<file path="config.mk">
export PLATFORM = sky130hd
export DESIGN_NAME = seven_segment_scan_flat
export DESIGN_NICKNAME = d
export VERILOG_FILES = /design/src/rtl/seven_segment_scan_if.sv /design/src/rtl/seven_segment_scan.sv /design/src/flat_wrapper.sv
export SDC_FILE = /design/constraint.sdc
export NUM_CORES = 1
export LEC_CHECK = 0
export BUFFER_PORTS_ARGS = -buffer_cell sky130_fd_sc_hd__clkbuf_2
export CORE_ASPECT_RATIO = 0.8
export CORE_UTILIZATION = 50
export DETAILED_ROUTE_END_ITERATION = 6
export PLACE_DENSITY = 0.73
export SYNTH_ARGS = -nofsm -noshare
export SYNTH_HDL_FRONTEND = slang
export SYNTH_SLANG_ARGS = --single-unit
</file>
<file path="constraint.sdc">
create_clock -name clk -period 3.5 [get_ports clk]
set_input_delay 0.35 -clock clk [delete_from_list [all_inputs] [get_ports clk]]
set_output_delay 0.35 -clock clk [all_outputs]
set_load 0.005 [all_outputs]
</file>
<file path="src/rtl/seven_segment_scan_if.sv">
// Display-side bundle of the multiplexed 7-segment driver: value/brightness
// inputs with their load request, and the registered pin outputs.
interface seven_segment_scan_if #(
  parameter int DIGITS   = 4,
  parameter int BRIGHT_W = 4
);
  logic [4*DIGITS-1:0] bcd;
  logic [DIGITS-1:0]   dp;
  logic [BRIGHT_W-1:0] bright;
  logic                load;
  logic [6:0]          seg;
  logic                seg_dp;
  logic [DIGITS-1:0]   dsen;
  logic                frame_done;

  modport master (
    output bcd, dp, bright, load,
    input  seg, seg_dp, dsen, frame_done
  );

  modport slave (
    input  bcd, dp, bright, load,
    output seg, seg_dp, dsen, frame_done
  );
endinterface

</file>
<file path="src/rtl/seven_segment_scan.sv">
// Time-multiplexed 7-segment driver with dead time, PWM brightness and a
// frame-synchronous shadow of the display data. Optional: LEADING_ZERO_BLANK_EN.
module seven_segment_scan #(
  parameter int DIGITS         = 4,
  parameter int CLK_DIV        = 1000,
  parameter int BLANK_CYCLES   = 16,
  parameter int BRIGHT_W       = 4,
  parameter int SEG_ACTIVE_LOW = 0,
  parameter int EN_ACTIVE_LOW  = 0
) (
  input  logic               clk,
  input  logic               rst_n,
  seven_segment_scan_if.slave bus
);

  localparam int SLOT_W = $clog2(CLK_DIV);
  localparam int IDX_W  = (DIGITS > 1) ? $clog2(DIGITS) : 1;
  localparam int ACT    = CLK_DIV - BLANK_CYCLES;
  localparam int STEP   = ACT >> BRIGHT_W;

  localparam logic              SEG_INV  = (SEG_ACTIVE_LOW != 0);
  localparam logic              EN_INV   = (EN_ACTIVE_LOW != 0);
  localparam logic [6:0]        SEG_OFF  = {7{SEG_INV}};
  localparam logic [DIGITS-1:0] DSEN_OFF = {DIGITS{EN_INV}};

  logic [SLOT_W-1:0]   slot_cnt;
  logic [IDX_W-1:0]    dig_idx;
  logic                pending;
  logic [4*DIGITS-1:0] shadow_bcd;
  logic [DIGITS-1:0]   shadow_dp;
  logic [BRIGHT_W-1:0] shadow_bright;

  logic [6:0]          seg_q;
  logic                seg_dp_q;
  logic [DIGITS-1:0]   dsen_q;
  logic                frame_done_q;

  logic                slot_last;
  logic                dig_last;
  logic                boundary;
  logic [31:0]         off;
  logic [31:0]         lit_len;
  logic                lit;
  logic [3:0]          cur_digit;
  logic                cur_dp;
  logic [DIGITS-1:0]   onehot;
  logic [DIGITS-1:0]   suppress;

  function automatic logic [6:0] glyph(input logic [3:0] v);
    case (v)
      4'h0: glyph = 7'h3F;
      4'h1: glyph = 7'h06;
      4'h2: glyph = 7'h5B;
      4'h3: glyph = 7'h4F;
      4'h4: glyph = 7'h66;
      4'h5: glyph = 7'h6D;
      4'h6: glyph = 7'h7D;
      4'h7: glyph = 7'h07;
      4'h8: glyph = 7'h7F;
      4'h9: glyph = 7'h6F;
      4'hA: glyph = 7'h77;
      4'hB: glyph = 7'h7C;
      4'hC: glyph = 7'h39;
      4'hD: glyph = 7'h5E;
      4'hE: glyph = 7'h79;
      default: glyph = 7'h71;
    endcase
  endfunction

  assign slot_last = (slot_cnt == SLOT_W'(CLK_DIV - 1));
  assign dig_last  = (dig_idx == IDX_W'(DIGITS - 1));
  assign boundary  = slot_last && dig_last;

  // NOTE: state registers use non-blocking assignments so every process
  // samples pre-edge values regardless of evaluation order.
  always_ff @(posedge clk or negedge rst_n) begin
    if (!rst_n) begin
      slot_cnt <= '0;
      dig_idx  <= '0;
    end else if (slot_last) begin
      slot_cnt <= '0;
      dig_idx  <= dig_last ? '0 : dig_idx + 1'b1;
    end else begin
      slot_cnt <= slot_cnt + 1'b1;
    end
  end

  // A load only arms the capture; the inputs themselves are taken in the
  // boundary cycle so the whole next frame shows one coherent value set.
  always_ff @(posedge clk or negedge rst_n) begin
    if (!rst_n) begin
      pending       <= 1'b0;
      shadow_bcd    <= '0;
      shadow_dp     <= '0;
      shadow_bright <= '0;
    end else begin
      if (boundary) begin
        pending <= 1'b0;
        if (pending || bus.load) begin
          shadow_bcd    <= bus.bcd;
          shadow_dp     <= bus.dp;
          shadow_bright <= bus.bright;
        end
      end else if (bus.load) begin
        pending <= 1'b1;
      end
    end
  end

`ifdef LEADING_ZERO_BLANK_EN
  logic upper_zero;

  always_comb begin
    upper_zero = 1'b1;
    suppress   = '0;
    for (int i = DIGITS - 1; i > 0; i--) begin
      upper_zero  = upper_zero && (shadow_bcd[4*i +: 4] == 4'd0);
      suppress[i] = upper_zero && !shadow_dp[i];
    end
  end
`else
  assign suppress = '0;
`endif

  // NOTE: every always_comb output gets a default first so no path can
  // leave it unassigned and infer a latch.
  always_comb begin
    off       = 32'(slot_cnt) - 32'(BLANK_CYCLES);
    lit_len   = 32'(shadow_bright) * 32'(STEP);
    cur_digit = shadow_bcd[4*int'(dig_idx) +: 4];
    cur_dp    = shadow_dp[dig_idx];
    onehot    = '0;
    onehot[dig_idx] = 1'b1;
    lit = (32'(slot_cnt) >= 32'(BLANK_CYCLES)) && (off < lit_len) &&
          !suppress[dig_idx];
  end

  // Pins are registered at their final polarity so reset drives the
  // inactive level directly, without waiting for a clock.
  always_ff @(posedge clk or negedge rst_n) begin
    if (!rst_n) begin
      seg_q        <= SEG_OFF;
      seg_dp_q     <= SEG_INV;
      dsen_q       <= DSEN_OFF;
      frame_done_q <= 1'b0;
    end else begin
      frame_done_q <= boundary;
      if (lit) begin
        seg_q    <= glyph(cur_digit) ^ SEG_OFF;
        seg_dp_q <= cur_dp ^ SEG_INV;
        dsen_q   <= onehot ^ DSEN_OFF;
      end else begin
        seg_q    <= SEG_OFF;
        seg_dp_q <= SEG_INV;
        dsen_q   <= DSEN_OFF;
      end
    end
  end

  assign bus.seg        = seg_q;
  assign bus.seg_dp     = seg_dp_q;
  assign bus.dsen       = dsen_q;
  assign bus.frame_done = frame_done_q;

endmodule

</file>
<file path="src/flat_wrapper.sv">
// flat-port wrapper written by rule: the top's interface ports become plain ports
module seven_segment_scan_flat 
#(
  parameter int DIGITS         = 4,
  parameter int CLK_DIV        = 1000,
  parameter int BLANK_CYCLES   = 16,
  parameter int BRIGHT_W       = 4,
  parameter int SEG_ACTIVE_LOW = 0,
  parameter int EN_ACTIVE_LOW  = 0
)
  (clk, rst_n, bus_bcd, bus_dp, bus_bright, bus_load, bus_seg, bus_seg_dp, bus_dsen, bus_frame_done);
  seven_segment_scan_if #(.DIGITS(DIGITS), .BRIGHT_W(BRIGHT_W)) bus_i ();
  input  logic clk;
  input  logic rst_n;
  input wire logic [$bits(bus_i.bcd)-1:0] bus_bcd;
  input wire logic [$bits(bus_i.dp)-1:0] bus_dp;
  input wire logic [$bits(bus_i.bright)-1:0] bus_bright;
  input wire logic [$bits(bus_i.load)-1:0] bus_load;
  output wire logic [$bits(bus_i.seg)-1:0] bus_seg;
  output wire logic [$bits(bus_i.seg_dp)-1:0] bus_seg_dp;
  output wire logic [$bits(bus_i.dsen)-1:0] bus_dsen;
  output wire logic [$bits(bus_i.frame_done)-1:0] bus_frame_done;
  assign bus_i.bcd = bus_bcd;
  assign bus_i.dp = bus_dp;
  assign bus_i.bright = bus_bright;
  assign bus_i.load = bus_load;
  assign bus_seg = bus_i.seg;
  assign bus_seg_dp = bus_i.seg_dp;
  assign bus_dsen = bus_i.dsen;
  assign bus_frame_done = bus_i.frame_done;
  seven_segment_scan #(.DIGITS(DIGITS), .CLK_DIV(CLK_DIV), .BLANK_CYCLES(BLANK_CYCLES), .BRIGHT_W(BRIGHT_W), .SEG_ACTIVE_LOW(SEG_ACTIVE_LOW), .EN_ACTIVE_LOW(EN_ACTIVE_LOW)) u_core (.clk(clk), .rst_n(rst_n), .bus(bus_i));
endmodule
</file>
# After elaboration in Yosys (flattened, before gate mapping)
# Memories as Yosys holds them, arrays and structs flattened.
# Cells that the tools add are included.
[op_classes] addsub=3 order_cmp=4 shifts=1 mul=1 n_eq_ne=2 n_reduce_logical=8 muxes=13
[ops] operator="less-than comparator 32 x 10 -> 1 bit" n=1
[ops] operator="indexed part select 16 x 5 -> 4 bit" n=1
[ops] operator="subtractor 10 x 5 -> 11 bit (second input constant)" n=1
[ops] operator="adder 10 x 1 -> 10 bit (second input constant)" n=1
[ops] operator="equality test 10 bit (second input constant)" n=1
[ops] operator="greater-or-equal comparator 10 x 5 -> 1 bit (second input constant)" n=1
[ops] operator="multiplier 4 x 6 -> 10 bit (second input constant)" n=1
[ops] operator="2-to-1 mux 10 bit" n=1
[ops] operator="2-to-1 mux 7 bit" n=1
[ops] operator="2-to-1 mux 1 bit" n=6
[ops] operator="binary-select mux 1 bit (select 2 bit)" n=2
[ops] operator="logical AND 1 bit" n=4
[ops] operator="2-to-1 mux 4 bit" n=1
[ops] operator="less-than comparator 2 x 3 -> 1 bit (second input constant)" n=1
[ops] operator="adder 2 x 1 -> 2 bit (second input constant)" n=1
[ops] operator="demux 1 bit (select 2 bit)" n=1
[ops] operator="equality test 2 bit (second input constant)" n=1
[ops] operator="greater-or-equal comparator 2 x 1 -> 1 bit (second input constant)" n=1
[ops] operator="2-to-1 mux 2 bit" n=1
[ops] operator="AND reduction 2 bit" n=1
[ops] operator="nonzero test 2 bit" n=1
[ops] operator="logical NOT 1 bit" n=1
[ops] operator="logical OR 1 bit" n=1
[word_totals] register_bits=50 word_cells=43 input_bits=27 output_inout_bits=13 n_memories=1 rom_bits=112
[memory_table] name="(name not given)" words=16 word_bits=7 read_ports=1 rd_ports_with_merged_regs=0 wr=0 line_no="seven_segment_scan.sv:50" source="case (v)"

# Longest topological paths before layout
[depth] depth_word=5 depth_mapped=17 depth_no_buf=16

# Worst setup path before layout
# OpenSTA, ideal clock, no wires.
[synth_timing] kind="register to register" start="register u_core.shadow_bright[2]" end="register u_core.seg_q[3], in the netlist u_core.bus.seg[3]" setup_time_ps=136 period_less_slack_ps=3844 arrival_ps=3708 path_slack_ps=-344 path_stages_with_launch=17 cell_sequence="dfrtp_1 -> fa_1 -> inv_1 -> fa_1 -> inv_1 -> ha_1 -> nor2b_1 -> o21a_1 -> o21ai_0 -> mux2i_1 -> nor2_1 -> ha_1 -> nand4_1 -> a211o_1 -> nand3_1 -> clkbuf_1 -> nor3_1"
[synth_between] elab_chain_cells=5
[synth_rtl] item="from (decl)" line_no="seven_segment_scan.sv:31" source="logic [BRIGHT_W-1:0] shadow_bright;"
[synth_rtl] item="from (signal assigned)" line_no="seven_segment_scan.sv:102" source="shadow_bright <= bus.bright;"
[synth_rtl] item="multiplier 4 x 6 -> 10 bit" line_no="seven_segment_scan.sv:129" source="lit_len = 32'(shadow_bright) * 32'(STEP);"
[synth_rtl] item="less-than comparator 32 x 10 -> 1 bit" line_no="seven_segment_scan.sv:134" source="lit = (32'(slot_cnt) >= 32'(BLANK_CYCLES)) && (off < lit_len) &&"
[synth_rtl] item="logical AND 1 bit (2 in a row)" line_no="seven_segment_scan.sv:134"
[synth_rtl] item="2-to-1 mux 7 bit" line_no="seven_segment_scan.sv:148" source="if (lit) begin"
[synth_rtl] item="to (signal assigned)" line_no="seven_segment_scan.sv:149" source="seg_q <= glyph(cur_digit) ^ SEG_OFF;"
[synth_rtl] item="to (decl)" line_no="seven_segment_scan.sv:33" source="logic [6:0] seg_q;"
# Every way passes these cells.
# A chain may end at the register's enable or synchronous reset.

# Worst setup path after layout
[layout_timing] start="register u_core.shadow_bright[3]" end="register u_core.seg_q[5], in the netlist u_core.bus.seg[5]"
# Same word-level chain as after synthesis.

==> impl_metrics.json <==
{
  "synth_cell_types": 44,
  "fin_crit_ns": 3.65,
  "p_per_area_nw_per_um2": 268,
  "grt_pass1_wl_mm": 10.4,
  "worstMarginPinSlew_ns": 0.727,
  "die-area_um2": 6630,
  "r2r_start": "u_core.shadow_bright[3]",
  "antennaDiodeCount": 0,
  "max_freq_ghz": 0.274,
  "cts_tree": "done",
  "p_int_uw": 799,
  "worstPathArrival_ns": 3.87,
  "crit_fanout": 6,
  "ir_worst_vdd_uv": 212,
  "finalNonFillerCells": 428,
  "combPwrFrac": 0.025,
  "violations": "negative setup slack",
  "io_buffers": 39,
  "rsz0062_at_grt": "yes",
  "die_y_um": 73.0,
  "postRouteAntennaNets": 0,
  "viasPerCell": 5.37,
  "pin_count": 40,
  "rr_worst_depth": 17,
  "yosys_warnings": 0,
  "p_leak_nw": 1.88,
  "sw_frac_of_total": 0.202,
  "start_util": 0.525,
  "maxSlewHeadroom": 0.515,
  "ys_ff_latch": 50,
  "grt_max_degree": 31,
  "path_clk_slew_ns": 0.09,
  "vias": 2298,
  "place_area_um2": 3520,
  "finClkSkew_ns": 0.00613,
  "r2r-end": "u_core.bus.seg[5]",
  "outcome": "finished, violations left",
  "dp.cells": 414,
  "hold_slack_ns": 0.0915,
  "stdcell_area_um2": 3740,
  "ys_seq_area_frac": 0.397,
  "p_sw_uw": 202,
  "grtUsageTotal": 0.201,
  "fin_setup_tns_ns": -1.31,
  "mostFrequentLayoutCell": "dfrtp_1",
  "yosysTopAreaCellShare": 0.397,
  "antenna_found_initial": 0,
  "gp_routability_congestion": 0.837,
  "cap_violations": 0,
  "r2r_slack_ns": -0.15,
  "num_rows": 25,
  "syn_to_final_growth_pct": 18.7,
  "drive_gt1_frac": 0.288,
  "critPathLaunch": "u_core.shadow_bright[3]",
  "setup_ws_ns": -0.151,
  "critPathRequiredTime_ns": 3.72,
  "insertion_delay_ns": 0.30,
  "synthTopCellsByArea": "dfrtp_1, ha_1, mux2_1",
  "min_period_over_period": 1.04,
  "htree_levels": 2,
  "drc": 0,
  "grt_pass1_vias": 2225,
  "synth_fp_nets": 358,
  "wl_mm": 6.08,
  "core-area_um2": 6010,
  "criticalPathCategory": "register to register",
  "hold_path_class": "primary input to asynchronous set/reset pin",
  "synth.cell_area_um2": 3150,
  "overflow": 0,
  "hold_viol_final": 0,
  "nNetsFinal": 415,
  "cts_hold_buffers": 0,
  "p_seq_frac": 0.577,
  "cts_made_buffers": 5,
  "yosysTopAreaCell": "dfrtp_1",
  "die_w_um": 90.8,
  "drt_iter0_markers": 129,
  "syn_area_per_cell_um2": 10.9,
  "setup_viol": 12,
  "cts-root-buf": "clkbuf_8",
  "report.final.slew_viol_count": 0,
  "netlist_instances": 289,
  "place_hpwl_mm": 4.70,
  "critPathCaptureType": "register",
  "firstDrtPassIters": 4,
  "cts.sinks": 50,
  "most-common-layout-cells": "dfrtp_1, clkbuf_2, ha_1",
  "clockBufferDepth": 2,
  "cp-start-kind": "register",
  "clockPowerShare": 0.398,
  "wl_per_cell_um": 14.2
}
[metal layers]
| layer | vias up | track usage | part of all wire |
|---|---|---|---|
| met5 | - | 0 | 0 |
| met4 | 0 | 0.0448 | 0.0067 |
| met3 | 5 | 0.0406 | 0.055 |
| met2 | 74 | 0.326 | 0.46 |
| met1 | 1116 | 0.281 | 0.48 |
| li1 | 1103 | - | - |
[per-stage QoR]
stage / utilization / total power, mW / setup slack, ns
floorplan: - / 0.589 / -0.0827
global placement: 0.586 / 0.614 / -0.177
detailed placement: 0.586 / 0.615 / -0.294
CTS: 0.616 / 1.01 / -0.179
global route: 0.623 / 1.03 / -0.318
finish: 0.623 / 1.00 / -0.151
[Yosys cell counts (all sizes together)]
master	n
nor3	8
mux2	22
o41ai	1
nand2	18
nor2	25
a211oi	4
or2	2
o21a	2
xnor2	7
o21ai	15
mux4	6
nor2b	3
a221oi	2
dfrtp	50
nor4	2
and3	1
xor2	10
nand2b	2
buf	6
a21o	2
a211o	1
nand4	3
a311oi	1
inv	29
o22ai	1
ha	37
a21oi	4
nand3	5
clkbuf	2
o221ai	1
fa	5
o31ai	1
nand3b	2
mux2i	5
o211ai	2
nor3b	2
[worst max-delay path by stage]
| stage | to | slack [ns] | cells past startpoint |
|---|---|---|---|
| 2_1_floorplan | u_core.bus.seg[2] | -0.08 | 17 |
| 3_3_place_gp | u_core.bus.seg[6] | -0.18 | 17 |
| 3_5_place_dp | u_core.bus.seg[6] | -0.29 | 17 |
| 4_1_cts | u_core.bus.seg[6] | -0.18 | 17 |
| 5_1_grt | u_core.bus.seg[6] | -0.32 | 17 |
| 6_report | u_core.bus.seg[5] | -0.15 | 17 |
[sequential cells by signal, summed over array words and instances (netlist names)]
signal,count
u_core.dig_idx,2
u_core.bus.frame_done,1
u_core.shadow_bcd,16
u_core.bus.seg,7
u_core.pending,1
u_core.bus.seg_dp,1
u_core.bus.dsen,4
u_core.slot_cnt,10
u_core.shadow_dp,4
u_core.shadow_bright,4
[power groups by stage]
stage	sequential, mW	clock [mW]	combinational [mW]
floorplan	0.589	0	0.000258
global placement	0.589	0	0.0258
detailed placement	0.589	0	0.0267
CTS	0.577	0.404	0.0269
global route	0.577	0.426	0.0297
finish	0.577	0.398	0.0255
[logic make-up after synthesis]
family                     Yosys count  synth area share
buffers and inverters               37            0.0532
DFF                                 50             0.397
muxes                               33             0.137
adders and majority gates           42             0.179
AOI/OAI and AO/OA                   37            0.0750
xor gates and xnor gates            17            0.0472
and+or+nand+nor                     73             0.112
[cell type report]
cell class              instances  area (µm²)
fillers                       521        2260
multi-input cells             202        1830
flip-flops and latches         50        1250
repair buffers                 58         343
inverters                      29         109
well taps                      81         101
clock buffers                   5        68.8
clock inverters                 3        40.0
[worst max-delay path, stage by stage (launching register included)]
cell      delay [ns]
dfrtp_1         0.41
fa_1            0.57
inv_1           0.06
fa_1            0.50
inv_2           0.05
ha_4            0.21
nor2b_4         0.12
o21a_1          0.19
o21ai_2         0.13
mux2i_1         0.19
nor2_1          0.06
ha_1            0.31
o21ai_1         0.08
nor2_1          0.06
nor3_2          0.16
nand3_2         0.11
buf_6           0.16
a211oi_2        0.18
[what timing repair did]
item	CTS	global route
setup endpoints to repair	12	12
pin swaps	3	8
setup buffers	4	1
cloned	1	0
resized for setup	9	6
Note: power is estimated with default switching activity, not from simulation.
